$ cat src/rtl/bcd_pkg.sv
// ---------------------------------------------------------------------------
// bcd_pkg
// Shared definitions for the BCD-to-binary decoder (bcd_to_b10) and its
// per-digit adjust cell (bcd_digit_sub3).
//   BCD_DIGIT_W : bits per BCD digit
//   BCD_ADJ     : correction subtracted from a digit >= 8 after a right shift
//   bcd_state_e : control FSM encoding
//   bcd_bin_w() : binary width needed for a DIGITS-digit BCD word
// ---------------------------------------------------------------------------
package bcd_pkg;

  localparam int BCD_DIGIT_W = 4;
  localparam int BCD_ADJ     = 3;

  typedef enum logic [1:0] {
    IDLE  = 2'd0,
    SHIFT = 2'd1,
    DONE  = 2'd2
  } bcd_state_e;

  // ceil(log2(10^digits)): width of the largest value 10^digits - 1
  function automatic int bcd_bin_w(input int digits);
    longint unsigned p;
    p = 64'd1;
    for (int i = 0; i < digits; i++) begin
      p = p * 64'd10;
    end
    return $clog2(p);
  endfunction

endpackage

$ cat src/rtl/bcd_digit_sub3.sv
// ---------------------------------------------------------------------------
// bcd_digit_sub3
// Reverse double-dabble digit correction: after a right shift, a digit that
// reads >= 8 received a bit worth 8 that actually stood for 5 (half of ten),
// so 3 is taken off. Purely combinational, modulo 16, no borrow out.
//   d_i : shifted 4-bit digit
//   d_o : corrected 4-bit digit
// ---------------------------------------------------------------------------
module bcd_digit_sub3
  import bcd_pkg::*;
(
  input  logic [BCD_DIGIT_W-1:0] d_i,
  output logic [BCD_DIGIT_W-1:0] d_o
);

  assign d_o = d_i[BCD_DIGIT_W-1] ? (d_i - BCD_DIGIT_W'(BCD_ADJ)) : d_i;

endmodule

$ cat src/rtl/bcd_to_b10.sv
// ---------------------------------------------------------------------------
// bcd_to_b10
// Sequential BCD-to-binary decoder using reverse double-dabble, one bit per
// clock. A packed BCD word is taken over a valid/ready handshake, shifted
// right BIN_W times into a binary register (digits >= 8 get -3 after every
// shift), then the result is offered over a second valid/ready handshake.
//
// Ports:
//   clk        in   clock, rising edge
//   rst_n      in   asynchronous active-low reset
//   in_valid   in   bcd_in is valid
//   in_ready   out  ready to accept a word (IDLE only)
//   bcd_in     in   packed BCD, digit k at [4k+3:4k]
//   out_valid  out  bin_out / err valid (DONE)
//   out_ready  in   consumer takes the result
//   bin_out    out  binary result, holds the last result outside DONE
//   err        out  illegal digit seen (range-check build only, else 0)
//
// Optional feature: define BCD_RANGE_CHECK_EN to flag digits > 9. A flagged
// word still takes the normal latency but returns bin_out = 0 with err = 1.
//
// Timing: accept edge N, shift edges N+1..N+BIN_W, result transferred to the
// output register on edge N+BIN_W+1 where out_valid rises.
// ---------------------------------------------------------------------------
module bcd_to_b10
  import bcd_pkg::*;
#(
  parameter int DIGITS = 4,
  parameter int BIN_W  = bcd_bin_w(DIGITS)
) (
  input  logic                        clk,
  input  logic                        rst_n,
  input  logic                        in_valid,
  output logic                        in_ready,
  input  logic [BCD_DIGIT_W*DIGITS-1:0] bcd_in,
  output logic                        out_valid,
  input  logic                        out_ready,
  output logic [BIN_W-1:0]            bin_out,
  output logic                        err
);

  localparam int BCD_W = BCD_DIGIT_W * DIGITS;
  // counts 0..BIN_W: BIN_W shifts, then one transfer cycle
  localparam int CNT_W = $clog2(BIN_W + 1);

  bcd_state_e       state_q, state_d;
  logic [BCD_W-1:0] bcd_q, bcd_d;
  logic [BCD_W-1:0] bcd_sh, bcd_adj;
  logic [BIN_W-1:0] bin_q, bin_d;
  logic [BIN_W-1:0] res_q, res_d;
  logic [CNT_W-1:0] cnt_q, cnt_d;
  logic             shift_done;
  logic             err_flag;

  assign shift_done = (cnt_q == CNT_W'(BIN_W));

  // ---- state register ----
  always_ff @(posedge clk or negedge rst_n) begin
    if (!rst_n) begin
      state_q <= IDLE;
    end else begin
      state_q <= state_d;
    end
  end

  // ---- next-state logic ----
  always_comb begin
    state_d = state_q;
    case (state_q)
      IDLE:    if (in_valid)   state_d = SHIFT;
      SHIFT:   if (shift_done) state_d = DONE;
      DONE:    if (out_ready)  state_d = IDLE;
      default:                 state_d = IDLE;
    endcase
  end

  // ---- FSM outputs ----
  always_comb begin
    in_ready  = (state_q == IDLE);
    out_valid = (state_q == DONE);
  end

  // ---- shift datapath ----
  // LSB of the BCD register moves into the binary MSB; the BCD side is then
  // corrected digit by digit.
  assign bcd_sh = {1'b0, bcd_q[BCD_W-1:1]};

  for (genvar g = 0; g < DIGITS; g++) begin : g_digit
    bcd_digit_sub3 u_sub3 (
      .d_i (bcd_sh [g*BCD_DIGIT_W +: BCD_DIGIT_W]),
      .d_o (bcd_adj[g*BCD_DIGIT_W +: BCD_DIGIT_W])
    );
  end

  always_comb begin
    bcd_d = bcd_q;
    bin_d = bin_q;
    cnt_d = cnt_q;
    res_d = res_q;
    case (state_q)
      IDLE: begin
        if (in_valid) begin
          bcd_d = bcd_in;
          bin_d = '0;
          cnt_d = '0;
        end
      end
      SHIFT: begin
        if (!shift_done) begin
          bcd_d = bcd_adj;
          bin_d = {bcd_q[0], bin_q[BIN_W-1:1]};
          cnt_d = cnt_q + CNT_W'(1);
        end else begin
          // flagged words present zero instead of a meaningless value
          res_d = err_flag ? '0 : bin_q;
        end
      end
      default: ;
    endcase
  end

  always_ff @(posedge clk or negedge rst_n) begin
    if (!rst_n) begin
      bcd_q <= '0;
      bin_q <= '0;
      cnt_q <= '0;
      res_q <= '0;
    end else begin
      bcd_q <= bcd_d;
      bin_q <= bin_d;
      cnt_q <= cnt_d;
      res_q <= res_d;
    end
  end

  assign bin_out = res_q;

`ifdef BCD_RANGE_CHECK_EN
  logic err_q, err_d, bad_digit;

  always_comb begin
    bad_digit = 1'b0;
    for (int k = 0; k < DIGITS; k++) begin
      if (bcd_in[k*BCD_DIGIT_W +: BCD_DIGIT_W] > 4'd9) bad_digit = 1'b1;
    end
  end

  // latched at accept, dropped on the edge that leaves DONE
  always_comb begin
    err_d = err_q;
    if (state_q == IDLE && in_valid) begin
      err_d = bad_digit;
    end else if (state_q == DONE && out_ready) begin
      err_d = 1'b0;
    end
  end

  always_ff @(posedge clk or negedge rst_n) begin
    if (!rst_n) begin
      err_q <= 1'b0;
    end else begin
      err_q <= err_d;
    end
  end

  assign err_flag = err_q;
`else
  assign err_flag = 1'b0;
`endif

  assign err = err_flag & out_valid;

endmodule

$ cat config.mk
export PLATFORM = sky130hd
export DESIGN_NAME = bcd_to_b10
export DESIGN_NICKNAME = d
export VERILOG_FILES = /design/src/rtl/bcd_pkg.sv /design/src/rtl/bcd_digit_sub3.sv /design/src/rtl/bcd_to_b10.sv
export SDC_FILE = /design/constraint.sdc
export NUM_CORES = 1
export LEC_CHECK = 0
export BUFFER_PORTS_ARGS = -buffer_cell sky130_fd_sc_hd__buf_2
export CAP_MARGIN = 20
export CORE_UTILIZATION = 60
export CTS_BUF_LIST = sky130_fd_sc_hd__clkbuf_8 sky130_fd_sc_hd__clkbuf_16
export CTS_CLUSTER_DIAMETER = 60
export DETAILED_ROUTE_END_ITERATION = 6
export PLACE_DENSITY_LB_ADDON = 0.05
export SLEW_MARGIN = 20
export SYNTH_ARGS = -nofsm -noshare
export SYNTH_HDL_FRONTEND = slang
export SYNTH_SLANG_ARGS = --single-unit
$ cat constraint.sdc
create_clock -name clk -period 5.2 [get_ports clk]
set_clock_uncertainty 0.15 [all_clocks]
set_input_delay 0.52 -clock clk [delete_from_list [all_inputs] [get_ports clk]]
set_output_delay 0.52 -clock clk [all_outputs]
set_load 0.05 [all_outputs]
# Word level (Yosys, flattened, before mapping)
# Index checks and enable logic that the tools add are counted.
# word_totals
reg_bits	50
input_bits	20
word_cells	37
# classes
add_sub_neg	4
n_eq_ne	7
n_mux	16
n_reduce_logical	5
# op_table
operator	count
16-bit two-way mux	2
16-bit one-hot mux with 2 select lines	1
14-bit two-way mux	2
14-bit one-hot mux with 2 select lines	1
4-bit two-way mux	5
4-bit by 2-bit subtractor with 4-bit output, second input constant	3
4-bit one-hot mux with 2 select lines	1
2-bit two-way mux	3
2-bit != test, second input constant	3
2-bit one-hot mux with 3 select lines	1
3-bit AND reduction	2
4-bit by 1-bit adder with 4-bit output, second input constant	1
4-bit == test, second input constant	1
2-bit by 1-bit == test with 1-bit output, second input constant	1
2-bit == test, second input constant	1
2-bit zero test	1
2-bit by 1-bit != test with 1-bit output, second input constant	1
2-bit AND reduction	1
2-bit nonzero test	1

# Depth between registers and ports, before layout
# Gate-level depths: netlist of the first run.
# logic_depth
word_depth	4
mapped_depth	9
ltp_nobuf	7

# By module
# Synthesis of the first run repeated with hierarchy kept, for this count alone.
# hier_totals
hier_cells	194
hier_area_um2	2398.6
# modules_own_cells
module	n_inst	cells_each	area_per_inst_um2
bcd_to_b10	1	166	2148.3
bcd_digit_sub3	4	7	62.6

# Worst setup path after synthesis of the first run
# No wires, ideal clock.
# synth_timing
path_kind	register -> register
startpoint	register cnt_q[0]
endpoint	register bin_q[10]
setup_time_ps	121
arrival_ps	1627
t_required_ps	4929
setup_slack_ps	3302
path_stages_with_launch	8
n_path_buf	2
period_less_slack_ps	1898
cell_sequence	dfrtp_1 inv_1 ha_1 and4_1 or3_1 buf_6 buf_8 a22o_1
# synth_between
elab_chain_cells	3
# synth_lines
element	line	rtl
from (decl)	bcd_to_b10.sv:51	logic [CNT_W-1:0] cnt_q, cnt_d;
from (signal assigned)	bcd_to_b10.sv:131	cnt_q <= cnt_d;
4-bit == test	bcd_to_b10.sv:55	assign shift_done = (cnt_q == CNT_W'(BIN_W));
2-bit != test (no line)	n/a	
3-bit AND reduction (no line)	n/a	
to (signal assigned)	bcd_to_b10.sv:130	bin_q <= bin_d;
to (decl)	bcd_to_b10.sv:49	logic [BIN_W-1:0] bin_q, bin_d;
# Every way passes these cells.
# A chain may end at the register's enable or synchronous reset.

# Worst setup path in the final report of the first run
# layout_timing
startpoint	register state_q[1]
endpoint	register res_q[1] (netlist: bin_out[1])
# layout_between
elab_chain_cells	2
# layout_lines
element	line	rtl
from (decl)	bcd_to_b10.sv:46	bcd_state_e state_q, state_d;
from (signal assigned)	bcd_to_b10.sv:62	state_q <= state_d;
2-bit by 1-bit == test with 1-bit output	bcd_to_b10.sv:100	case (state_q)
2-bit AND reduction (no line)	n/a	
to (signal assigned)	bcd_to_b10.sv:132	res_q <= res_d;
to (decl)	bcd_to_b10.sv:50	logic [BIN_W-1:0] res_q, res_d;
# Every way passes these cells.

==> impl_results.md, run 1 <==
* CORE AREA at 3660 sq um
* Outcome: finished, final reports clean
* Total via count after detailed routing at 1,581
* Die area at slightly above 4000 sq um
* Final cell count without fillers at roughly 280
* H-tree levels at 2
* Critical path start-end classification: reg2reg
* Reg power frac at 38.4%
* Top area cells in the synthesized netlist: sky130_fd_sc_hd__dfrtp_1 (55%), sky130_fd_sc_hd__mux2_2 (6.9%), sky130_fd_sc_hd__nand2_1 (5.4%), sky130_fd_sc_hd__a22o_1 (5.4%), sky130_fd_sc_hd__o21ai_0 (3.5%)
* Number of instances resized during post-cts repair at 0
* Max-capacitance violation count at 0
* Hpwl dp at about 2700 um
* Slack of the worst reg-to-reg path at 2.72 ns
* Worst endpoint required time at 5.24 ns
* Count of hold-fix buffers inserted at cts at 0
* Height of the die at ~64 um
* Average detailed-routed wire length per instance at ~14 um
* Die width at 63.8 um
* Initial DRT Pass Iterations at 4
* Total of flip-flops plus latches after synthesis at 50
* RD Place Congestion at 0.763
* Terminus of the critical flop-to-flop path: bin_out[1]
* Number of filler cells placed in the layout at between 200 and 300
* Total nets after synthesis at between 200 and 250
* Post-layout min period at ~2.5 ns
* Crit Reg-Reg Startpoint: state_q[1]
* Nature of the critical path startpoint: flip-flop
* Worst Path Max Fanout at 24
* Overall fraction of global-route tracks in use at a little under a quarter
* Power density over the cells at 715 nW/um^2
* Crit path arrival time at 2.52 ns
* Number of global-route vias before repair at approximately 1,600
* Cell count after synthesis at 205
* Post-placement cell area at around 2400 sq um
* Diodes inserted at 0
* Layout overhead on the synthesized area at 11.0%
* Yosys top cell by area: sky130_fd_sc_hd__dfrtp_1
* Switching component of the power at 791 uW
* Yosys synthesis warning count at 0
* First-pass GRT wire length at between 6000 and 7000 um
* Clock Latency Late Sink at approximately 0.3 ns
* I/O Buffers at 35
* Post-route standard cell area excluding fillers at 2540 sq um
* Slew Viols, Final at 0
* Tightest Hold Check Type: in2async
* Total negative slack at 0 ns
* Period Utilization, post-route at between 40% and 50%
* Proportion of power drawn by combinational gates at around 47%
* Register-to-Register Path Depth at 3
* Share of the yosys chip area belonging to registers at 54.7%
* Share of Yosys cell area claimed by the top area cell type at 54.7%
* Final setup viols at 0
* Remaining global-route overflow at 0
* Number of distinct library cells after synthesis at 31
* Clock sink total at 50
* Cell internal power dissipation at just over 1 mW
* Least-Margin Pin Slew at approximately 0.90 ns
* Worst slew margin relative to its limit at between 30% and 40%
* Root Buffer: sky130_fd_sc_hd__clkbuf_8
* Worst IR drop on VDD at between 0.3 and 0.4 mV
* Syn Area/Cell at 11.2 sq um
* Starting DRC count in detailed routing at 66
* Leakage at around 1.3 nW
* CTS Buffer Depth at 2
* Clk pin slew, worst setup/hold paths at 0.09 ns
* Fraction of final layout cells sized beyond drive strength 1 at around 28%
* Post-route antenna net violation count at 0
* Final routed wirelength across all metal layers at ~4000 um
* Boundary Pins at 37
* Cell Rows at 22
* Maximum operating frequency at a little over 400 MHz
* Initial Utilization at 62.5%
* RSZ-0062 raised after global routing: false
* Final cell utilization of the core at just under 70%
* Final-report hold violation count at 0
* Clock tree from TritonCTS: built
* Initial antenna violation count at 0
* Combined area of all synthesized cells at between 2000 and 2500 sq um
* NumNets Final at 260
* Type of element capturing the critical path: flip-flop
* Drc violations at 0
* Post-CTS setup buffer count at 0
* Maximum number of pins on one net before global-route repair at approximately 50
* Number of cells in the design after placement at between 200 and 300
* Proportion of power drawn by the clock network at between 10 and 15%
* Average via count per standard cell at between 5 and 6
* Smallest hold slack at between 0.08 and 0.09 ns
* Cts bufs inserted at 5
* Switch share at 43.6%
-- metal layers --
layer	up-vias	global-route usage [%]	wire length [um]	part of all wire [%]
li1	766	-	-	-
met1	761	26.6	1710	42
met2	45	38.7	2090	52
met3	9	4.82	159	3.9
met4	0	12.8	80	2.0
met5	-	0	0	0
-- how the worst max path moves through the flow --
stage	start	to	slack [ns]	depth (start not counted)
global placement	state_q[1]	bin_out[0]	2.82	3
floorplan	cnt_q[0]	bin_q[10]	3.30	7
detailed placement	state_q[1]	bin_out[2]	2.70	3
CTS	state_q[1]	bin_out[1]	2.65	3
finish	state_q[1]	bin_out[1]	2.72	3
global route	state_q[1]	bin_out[9]	2.52	3
-- critical path, cell delays in order (launching register included) --
cell and delay, ns:
sky130_fd_sc_hd__dfrtp_1 0.42, sky130_fd_sc_hd__nand2b_1 0.57, sky130_fd_sc_hd__nor2_2 0.82, sky130_fd_sc_hd__mux2_2 0.41
-- final cells by class --
type	instances	area (sq um)	area share, %
clock inverters	3	41.3	1.62
clock buffers	5	68.8	2.71
inverters	3	23.8	0.935
multi-input cells	139	911	35.8
flip-flops and latches	50	1250	49.2
well taps	48	60.1	2.36
repair buffers	36	185	7.29
-- state kept, by name, summed over array words and instances (netlist names) --
name and flops:
bcd_q 16, bin_out 14, bin_q 14, cnt_q 4, state_q 2
-- cells by family after synthesis --
logic type               Yosys count  share of synthesized area (%)
AO/OA/AOI/OAI                     47                           13.9
XOR/XNOR                           7                           2.68
adder cells (fa/ha/maj)            5                           2.73
buffers and inverters             16                           5.52
flip-flops                        50                           54.7
multiplexers                      17                           8.20
other                              1                          0.164
AND/OR/NAND/NOR                   62                           12.1
-- Yosys cell counts --
cell	instances
sky130_fd_sc_hd__nand2b_1	4
sky130_fd_sc_hd__dfrtp_1	50
sky130_fd_sc_hd__a22o_1	14
sky130_fd_sc_hd__nor3b_1	1
sky130_fd_sc_hd__nor2b_1	2
sky130_fd_sc_hd__xor2_1	1
sky130_fd_sc_hd__o21ai_0	16
sky130_fd_sc_hd__nand2_1	33
sky130_fd_sc_hd__nor2_1	11
sky130_fd_sc_hd__buf_12	1
sky130_fd_sc_hd__buf_4	2
sky130_fd_sc_hd__a31oi_1	3
sky130_fd_sc_hd__a21oi_1	9
sky130_fd_sc_hd__inv_1	2
sky130_fd_sc_hd__or3_1	1
sky130_fd_sc_hd__a21o_1	2
sky130_fd_sc_hd__nor2_2	4
sky130_fd_sc_hd__clkbuf_1	4
sky130_fd_sc_hd__ha_1	5
sky130_fd_sc_hd__mux2_2	14
sky130_fd_sc_hd__buf_6	2
sky130_fd_sc_hd__and4_1	1
sky130_fd_sc_hd__nand3_1	4
sky130_fd_sc_hd__mux2i_1	3
sky130_fd_sc_hd__xnor2_1	6
sky130_fd_sc_hd__buf_2	3
sky130_fd_sc_hd__clkinv_8	1
sky130_fd_sc_hd__buf_8	1
sky130_fd_sc_hd__a31oi_2	3
sky130_fd_sc_hd__conb_1	1
sky130_fd_sc_hd__and2_1	1
-- cell usage in the layout, fill, tap and decap left out, drive strengths merged --
cell / netlist / routed
xor2: 1 / 1
conb: 1 / 1
nor3b: 1 / 1
mux2: 14 / 14
nor2b: 2 / 2
or3: 1 / 1
xnor2: 6 / 6
o21ai: 16 / 16
nand3: 4 / 4
buf: 9 / 36
a21oi: 9 / 9
mux2i: 3 / 3
inv: 2 / 3
and4: 1 / 1
ha: 5 / 5
nand2b: 4 / 4
and2: 1 / 1
dfrtp: 50 / 50
a31oi: 6 / 6
a22o: 14 / 14
clkbuf: 4 / 5
nand2: 33 / 33
a21o: 2 / 2
clkinvlp: 0 / 1
nor2: 15 / 15
bufinv: 0 / 1
clkinv: 1 / 1
-- power by group through the flow --
stage / sequential (mW) / combinational [mW] / clock (mW)
global placement: 0.692 / 0.820 / 0
finish: 0.698 / 0.855 / 0.263
global route: 0.723 / 0.959 / 0.287
floorplan: 0.821 / 0.600 / 0
detailed placement: 0.704 / 0.863 / 0
CTS: 0.697 / 0.870 / 0.269
-- metrics by stage --
stage / total power, mW / setup WS (ns)
after floorplan: 1.42 / 3.30
after global placement: 1.51 / 2.82
after detailed placement: 1.57 / 2.70
after CTS: 1.84 / 2.65
after global routing: 1.97 / 2.52
final: 1.82 / 2.72
Power figures use the tool's default switching activity.
==> inputs of run 2 (changes only) <==
--- a/config.mk
+++ b/config.mk
@@ -7,7 +7,7 @@
 export LEC_CHECK = 0
 export BUFFER_PORTS_ARGS = -buffer_cell sky130_fd_sc_hd__buf_2
 export CAP_MARGIN = 20
-export CORE_UTILIZATION = 60
+export CORE_UTILIZATION = 55
 export CTS_BUF_LIST = sky130_fd_sc_hd__clkbuf_8 sky130_fd_sc_hd__clkbuf_16
 export CTS_CLUSTER_DIAMETER = 60
 export DETAILED_ROUTE_END_ITERATION = 6
==> constraint.sdc (replaced) <==
create_clock -name clk -period 2.5 [get_ports clk]
set_clock_uncertainty 0.15 [all_clocks]
set_input_delay 0.25 -clock clk [delete_from_list [all_inputs] [get_ports clk]]
set_output_delay 0.25 -clock clk [all_outputs]
set_load 0.05 [all_outputs]
==> run 2 against run 1 <==
Effect of this change:
- register-to-register slack worse by 2.3 ns
- worst hold slack worse by 0.051 ns
- sequential cell count unchanged
- design area up 1.1%
- clock power up 75%
- sequential share of layout area down 0.53 points
- non-clock buffer count up 6
- highest routed layer unchanged
- maximum frequency up 20%
- combinational power up 110%
- wire length down 2.1%
- largest power group unchanged
==> impl_results.md, run 2 (synthesis gave the netlist of run 1 again) <==
* Crit path arrival time at between 2 and 2.5 ns
* Max-capacitance violation count at 0
* Clk pin slew, worst setup/hold paths at about 0.09 ns
* Top register by number of flip-flops: bcd_q
* Delay of the slowest cell on the worst path at about 0.47 ns
* I/O Buffers at 35
* Critical Path End: bin_q[0]
* GRT met2 Usage at a little over a third
* Drc violations at 0
* CORE AREA at approximately 4000 sq um
* Nature of the critical path startpoint: flip-flop
* Average via count per standard cell at about 5.4
* Fraction of final layout cells sized beyond drive strength 1 at 29.3%
* Least-Margin Pin Slew at 0.599 ns
* Clock sink total at 50
* Worst endpoint required time at 2.55 ns
* Height of the die at approximately 67 um
* Root Buffer: sky130_fd_sc_hd__clkbuf_8
* Diodes inserted at 0
* Post-layout min period at about 2.1 ns
* Final routed wirelength across all metal layers at 3960 um
* Layout overhead on the synthesized area at 12.2%
* Clock tree from TritonCTS: built
* Slack of the worst reg-to-reg path at between 0.4 and 0.5 ns
* Number of instances resized during post-cts repair at 0
* Terminus of the critical flop-to-flop path: bin_q[0]
* Flip-flop count of the largest register, all copies and words added at 16
* Worst Path Max Fanout at 14
* Min-Delay Startpoint: bcd_in[15]
* Starting DRC count in detailed routing at around 160
* Initial antenna violation count at 0
* RD Place Congestion at 0.703
* Post-CTS setup buffer count at 0
* Initial DRT Pass Iterations at 4
* Least setup slack across all paths after layout at about 0.42 ns
* Critical path start-end classification: reg2reg
* Register-to-Register Path Depth at 6
* Final setup viols at 0
* Average detailed-routed wire length per instance at between 10 and 15 um
* Crit Reg-Reg Startpoint: cnt_q[0]
* Clock Latency Late Sink at 0.30 ns
* Number of filler cells placed in the layout at roughly 320
* Setup slack after placement at 0.439 ns
* Met1 Use GR at between 20% and 30%
* Cts bufs inserted at 5
* Most common library cell in the layout ignoring fill and taps: sky130_fd_sc_hd__dfrtp_1
* Power density over the cells at 1450 nW/um^2
* Initial Utilization at between 50% and 60%
* Outcome: finished, final reports clean
* Type of element capturing the critical path: flip-flop
* Commonest cells after routing, fill and taps aside: sky130_fd_sc_hd__dfrtp_1 (50), sky130_fd_sc_hd__buf_2 (35), sky130_fd_sc_hd__nand2_1 (33)
* Storage element area at 1250 sq um
* Remaining global-route overflow at 0
* H-tree levels at 2
* Met3 Usage GRT at between 6 and 7%
* Maximum operating frequency at 482 MHz
* GRT busiest layer: met2
* Period Utilization, post-route at about 83%
* Final-report hold violation count at 0
* NumNets Final at 266
* Tightest Hold Check Type: in2reg
* Post-route antenna net violation count at 0
* Cell Rows at 23
* Number of global-route vias before repair at about 1,600
* Die area at approximately 4400 sq um
* Die width at ~67 um
* Worst slew margin relative to its limit at approximately three fifths
* Area of the multi-input gates at between 900 and 1000 sq um
* Hpwl dp at about 2800 um
* Cells along the critical path: inv_1 > ha_1 > and4_1 > or3_1 > buf_4 > a22o_1
* Slew Viols, Final at 0
* Maximum number of pins on one net before global-route repair at between 50 and 60
* First-pass GRT wire length at ~7100 um
* Boundary Pins at 37
* Leakage at about 1.3 nW
* Beginning of the critical path: cnt_q[0]
* Total via count after detailed routing at 1,564
* Overall fraction of global-route tracks in use at a little over a fifth
* Highest-delay cell along the critical path: sky130_fd_sc_hd__or3_1
* CTS Buffer Depth at 2
* Total negative slack at 0 ns
* RSZ-0062 raised after global routing: false
* Worst IR drop on VDD at approximately 0.59 mV
## run 2: cell types whose count changed in the layout (fill, tap and decap cells not counted), sizes merged
cell and change:
bufinv -1, buf +5, dlygate4sd3 +1, inv -1, clkinv +2
## run 2: area by class of cell
| class | count | share of cell area (%) |
|---|---|---|
| Clock buffer | 5 | 2.68 |
| Clock inverter | 3 | 0.828 |
| Inverter | 3 | 0.925 |
| Multi-Input combinational cell | 139 | 35.5 |
| Sequential cell | 50 | 48.7 |
| Tap cell | 50 | 2.44 |
| Timing Repair Buffer | 42 | 8.96 |
## run 2: timing repair
action,4_1_cts,5_1_grt
hold buffers,1,0
endpoints found under the setup margin,0,0
hold endpoints to repair,50,0
## run 2: where the power goes
group	internal, mW	total [mW]	switching [mW]
registers	1.17	1.45	0.289
logic	0.713	1.82	1.11
clock network	0.197	0.461	0.264
total	2.08	3.73	1.66
## run 2: per-layer routing
metal  up-vias  routed length (um)
met3         9                 167
met5         -                   0
li1        776                   -
met2        40                1940
met1       739                1750
met4         0                  91
## run 2: critical path, delay by kind of cell, from the launching register on
kind | cells | cell delay (ns)
flip-flops | 1 | 0.42
AO/OA/AOI/OAI | 1 | 0.24
adder cells (fa/ha/maj) | 1 | 0.21
AND/OR/NAND/NOR | 2 | 0.66
buffers and inverters | 2 | 0.31
## run 2: through the flow
step           cell area [sq um]  util [%]  hold WS (ns)  power (mW)  instances
6_report                    2570      64.2        0.0289        3.73        292
5_1_grt                     2570      64.2        0.0289        4.07        292
4_1_cts                     2570      64.2        0.0189        3.78        292
3_5_place_dp                2470      61.7         0.238        3.30        283
3_3_place_gp                2470      61.7         0.231        3.19        283
2_1_floorplan               2290         -        -0.196        2.95        205
## run 2: how the worst min path moves through the flow
stage            endpoint  slack (ns)  depth (start not counted)
3_3_place_gp   bin_out[1]        0.23                          2
3_5_place_dp   bin_out[1]        0.24                          2
4_1_cts         bcd_q[15]        0.02                          3
2_1_floorplan    bcd_q[0]       -0.20                          0
6_report        bcd_q[15]        0.03                          3
5_1_grt         bcd_q[15]        0.03                          3
==> inputs of run 3 (changes only) <==
==> constraint.sdc (replaced) <==
create_clock -name clk -period 2.05 [get_ports clk]
set_clock_uncertainty 0.15 [all_clocks]
set_input_delay 0.205 -clock clk [delete_from_list [all_inputs] [get_ports clk]]
set_output_delay 0.205 -clock clk [all_outputs]
set_load 0.05 [all_outputs]
==> run 3 against run 2 <==
Effect of this change:
- setup slack got worse by 0.31 ns
- die area unchanged
- non-clock buffer count increased by 4
- wire length rose by 3.4%
- global-route usage is 0.54 points lower
- clock power up 45%
- combinational power grew 25%
- clock-buffer cell count unchanged
- total power is 26% higher
==> impl_results.md, run 3 (synthesis gave the netlist of run 1 again) <==
* Slew Viols, Final at 0
* Maximum operating frequency at roughly 520 MHz
* Overall fraction of global-route tracks in use at 21.4%
* Worst Path Max Fanout at 15
* Commonest cells after routing, fill and taps aside: sky130_fd_sc_hd__dfrtp_1 (50), sky130_fd_sc_hd__buf_2 (35), sky130_fd_sc_hd__nand2_1 (33)
* Area of the multi-input gates at ~900 sq um
* Drc violations at 0
* Remaining global-route overflow at 0
* Flip-flop count of the largest register, all copies and words added at 16
* Cts bufs inserted at 5
* Clock sink total at 50
* Cell Rows at 23
* Most common library cell in the layout ignoring fill and taps: sky130_fd_sc_hd__dfrtp_1
* Final cell utilization of the core at around 66%
* Boundary Pins at 37
* Crit path arrival time at approximately 2 ns
* Outcome: finished, final reports clean
* Initial Utilization at between 50% and 60%
* Total negative slack at 0 ns
* Hpwl dp at around 2900 um
* Post-layout min period at roughly 1.9 ns
* Post-placement cell area at about 2500 sq um
* Height of the die at 66.5 um
* I/O Buffers at 35
* Cells along the critical path: ha_1 > and4_1 > or3_4 > buf_4 > a22o_1
* Die area at 4420 sq um
* Die width at roughly 67 um
* CORE AREA at 4000 sq um
* Leakage at about 1.3 nW
* Final Power at 4.71 mW
* Final routed wirelength across all metal layers at about 4100 um
* Final setup viols at 0
* Bufs and invs on worst path at 1
* Initial DRT Pass Iterations at 4
* Nature of the critical path startpoint: flip-flop
* Number of filler cells placed in the layout at 325
* Delay of the slowest cell on the worst path at around 0.42 ns
* RSZ-0062 raised after global routing: false
* Post-route antenna net violation count at 0
* Final cell count without fillers at 296
* Highest-delay cell along the critical path: sky130_fd_sc_hd__dfrtp_1
* Final-report hold violation count at 0
* Critical path start-end classification: reg2reg
* Worst IR drop on VDD at between 0.9 and 1 mV
* Type of element capturing the critical path: flip-flop
* Clk pin slew, worst setup/hold paths at about 0.09 ns
* RD Place Congestion at between 0.7 and 0.8
* NumNets Final at 270
* Top register by number of flip-flops: bcd_q
* Worst slew margin relative to its limit at between 60 and 70%
* Tightest Hold Check Type: in2reg
* Total via count after detailed routing at 1,605
* Initial antenna violation count at 0
* CTS Buffer Depth at 2
* Starting DRC count in detailed routing at about 100
* Average via count per standard cell at around 5.4
* Average detailed-routed wire length per instance at roughly 14 um
* First-pass GRT wire length at between 6000 and 7000 um
* Maximum number of pins on one net before global-route repair at 25
* Worst endpoint required time at roughly 2.1 ns
* Power density over the cells at ~1800 nW/um^2
* Clock Latency Late Sink at between 0.2 and 0.3 ns
* Period Utilization, post-route at between 90 and 100%
* H-tree levels at 2
* Least-Margin Pin Slew at between 0.5 and 0.6 ns
* Number of global-route vias before repair at roughly 1,600
* Number of cells in the design after placement at approximately 290
* Diodes inserted at 0
* Post-route standard cell area excluding fillers at approximately 2600 sq um
* Fraction of final layout cells sized beyond drive strength 1 at ~30%
* Cell family with most CP delay: simple AND/OR/NAND/NOR gates
* Storage element area at about 1300 sq um
* Clock tree from TritonCTS: built
* Layout overhead on the synthesized area at 14.8%
* Root Buffer: sky130_fd_sc_hd__clkbuf_8
* Max-capacitance violation count at 0
==> run 3: where the power goes <==
group | total (mW) | switching [mW] | internal [mW]
logic | 2.28 | 1.37 | 0.906
clock network | 0.667 | 0.308 | 0.359
registers | 1.76 | 0.342 | 1.42
==> run 3: worst reg2reg max path: cells and delay by family (launching register included) <==
family | cells | cell delay [ns]
DFF | 1 | 0.42
and+or+nand+nor | 2 | 0.61
AOI/OAI and AO/OA | 1 | 0.24
buffers and inverters | 1 | 0.21
adders and majority gates | 1 | 0.21
==> run 3: timing repair <==
action / in CTS / in global routing
buffers inserted: 0 / 0
endpoints found under the hold margin: 23 / 0
hold buffers: 2 / 0
setup endpoints to repair: 0 / 20
resized for setup: 0 / 1
==> run 3: path summary, 6_finish.rpt <==
kind | from | to | slack, ns | cells after the start
setup reg to reg | cnt_q[1] | bin_q[3] | 0.11 | 5
setup / recovery | cnt_q[1] | bin_q[3] | 0.11 | 5
hold reg to reg | bcd_q[0] | bcd_q[0] | 0.35 | 2
max in group asynchronous | rst_n | cnt_q[1] | 0.91 | 3
hold / removal | in_valid | bcd_q[15] | 0.02 | 3
min in group asynchronous | rst_n | bin_q[1] | 0.25 | 2
==> run 3: metrics by stage <==
step	hold slack (ns)	setup slack, ns
4_1_cts	0.00772	0.0280
6_report	0.0165	0.112
2_1_floorplan	-0.241	0.152
5_1_grt	0.0101	0.0342
3_3_place_gp	0.0414	0.0876
3_5_place_dp	0.0529	0.0283
==> run 3: area by class of cell <==
| type | instances | area share [%] |
|---|---|---|
| clock buffers | 5 | 2.62 |
| clock inverters | 3 | 1.57 |
| inverters | 3 | 0.905 |
| multi-input cells | 139 | 34.9 |
| flip-flops and latches | 50 | 47.6 |
| well taps | 50 | 2.38 |
| repair buffers | 46 | 10.0 |
==> run 3: routing by layer <==
layer | up-vias | wire, um | GRT usage [%]
met4 | 0 | 74 | 9.31
met1 | 781 | 1830 | 25.5
met2 | 33 | 2080 | 37.5
met3 | 9 | 108 | 4.11
li1 | 782 | - | -
met5 | - | 0 | 0
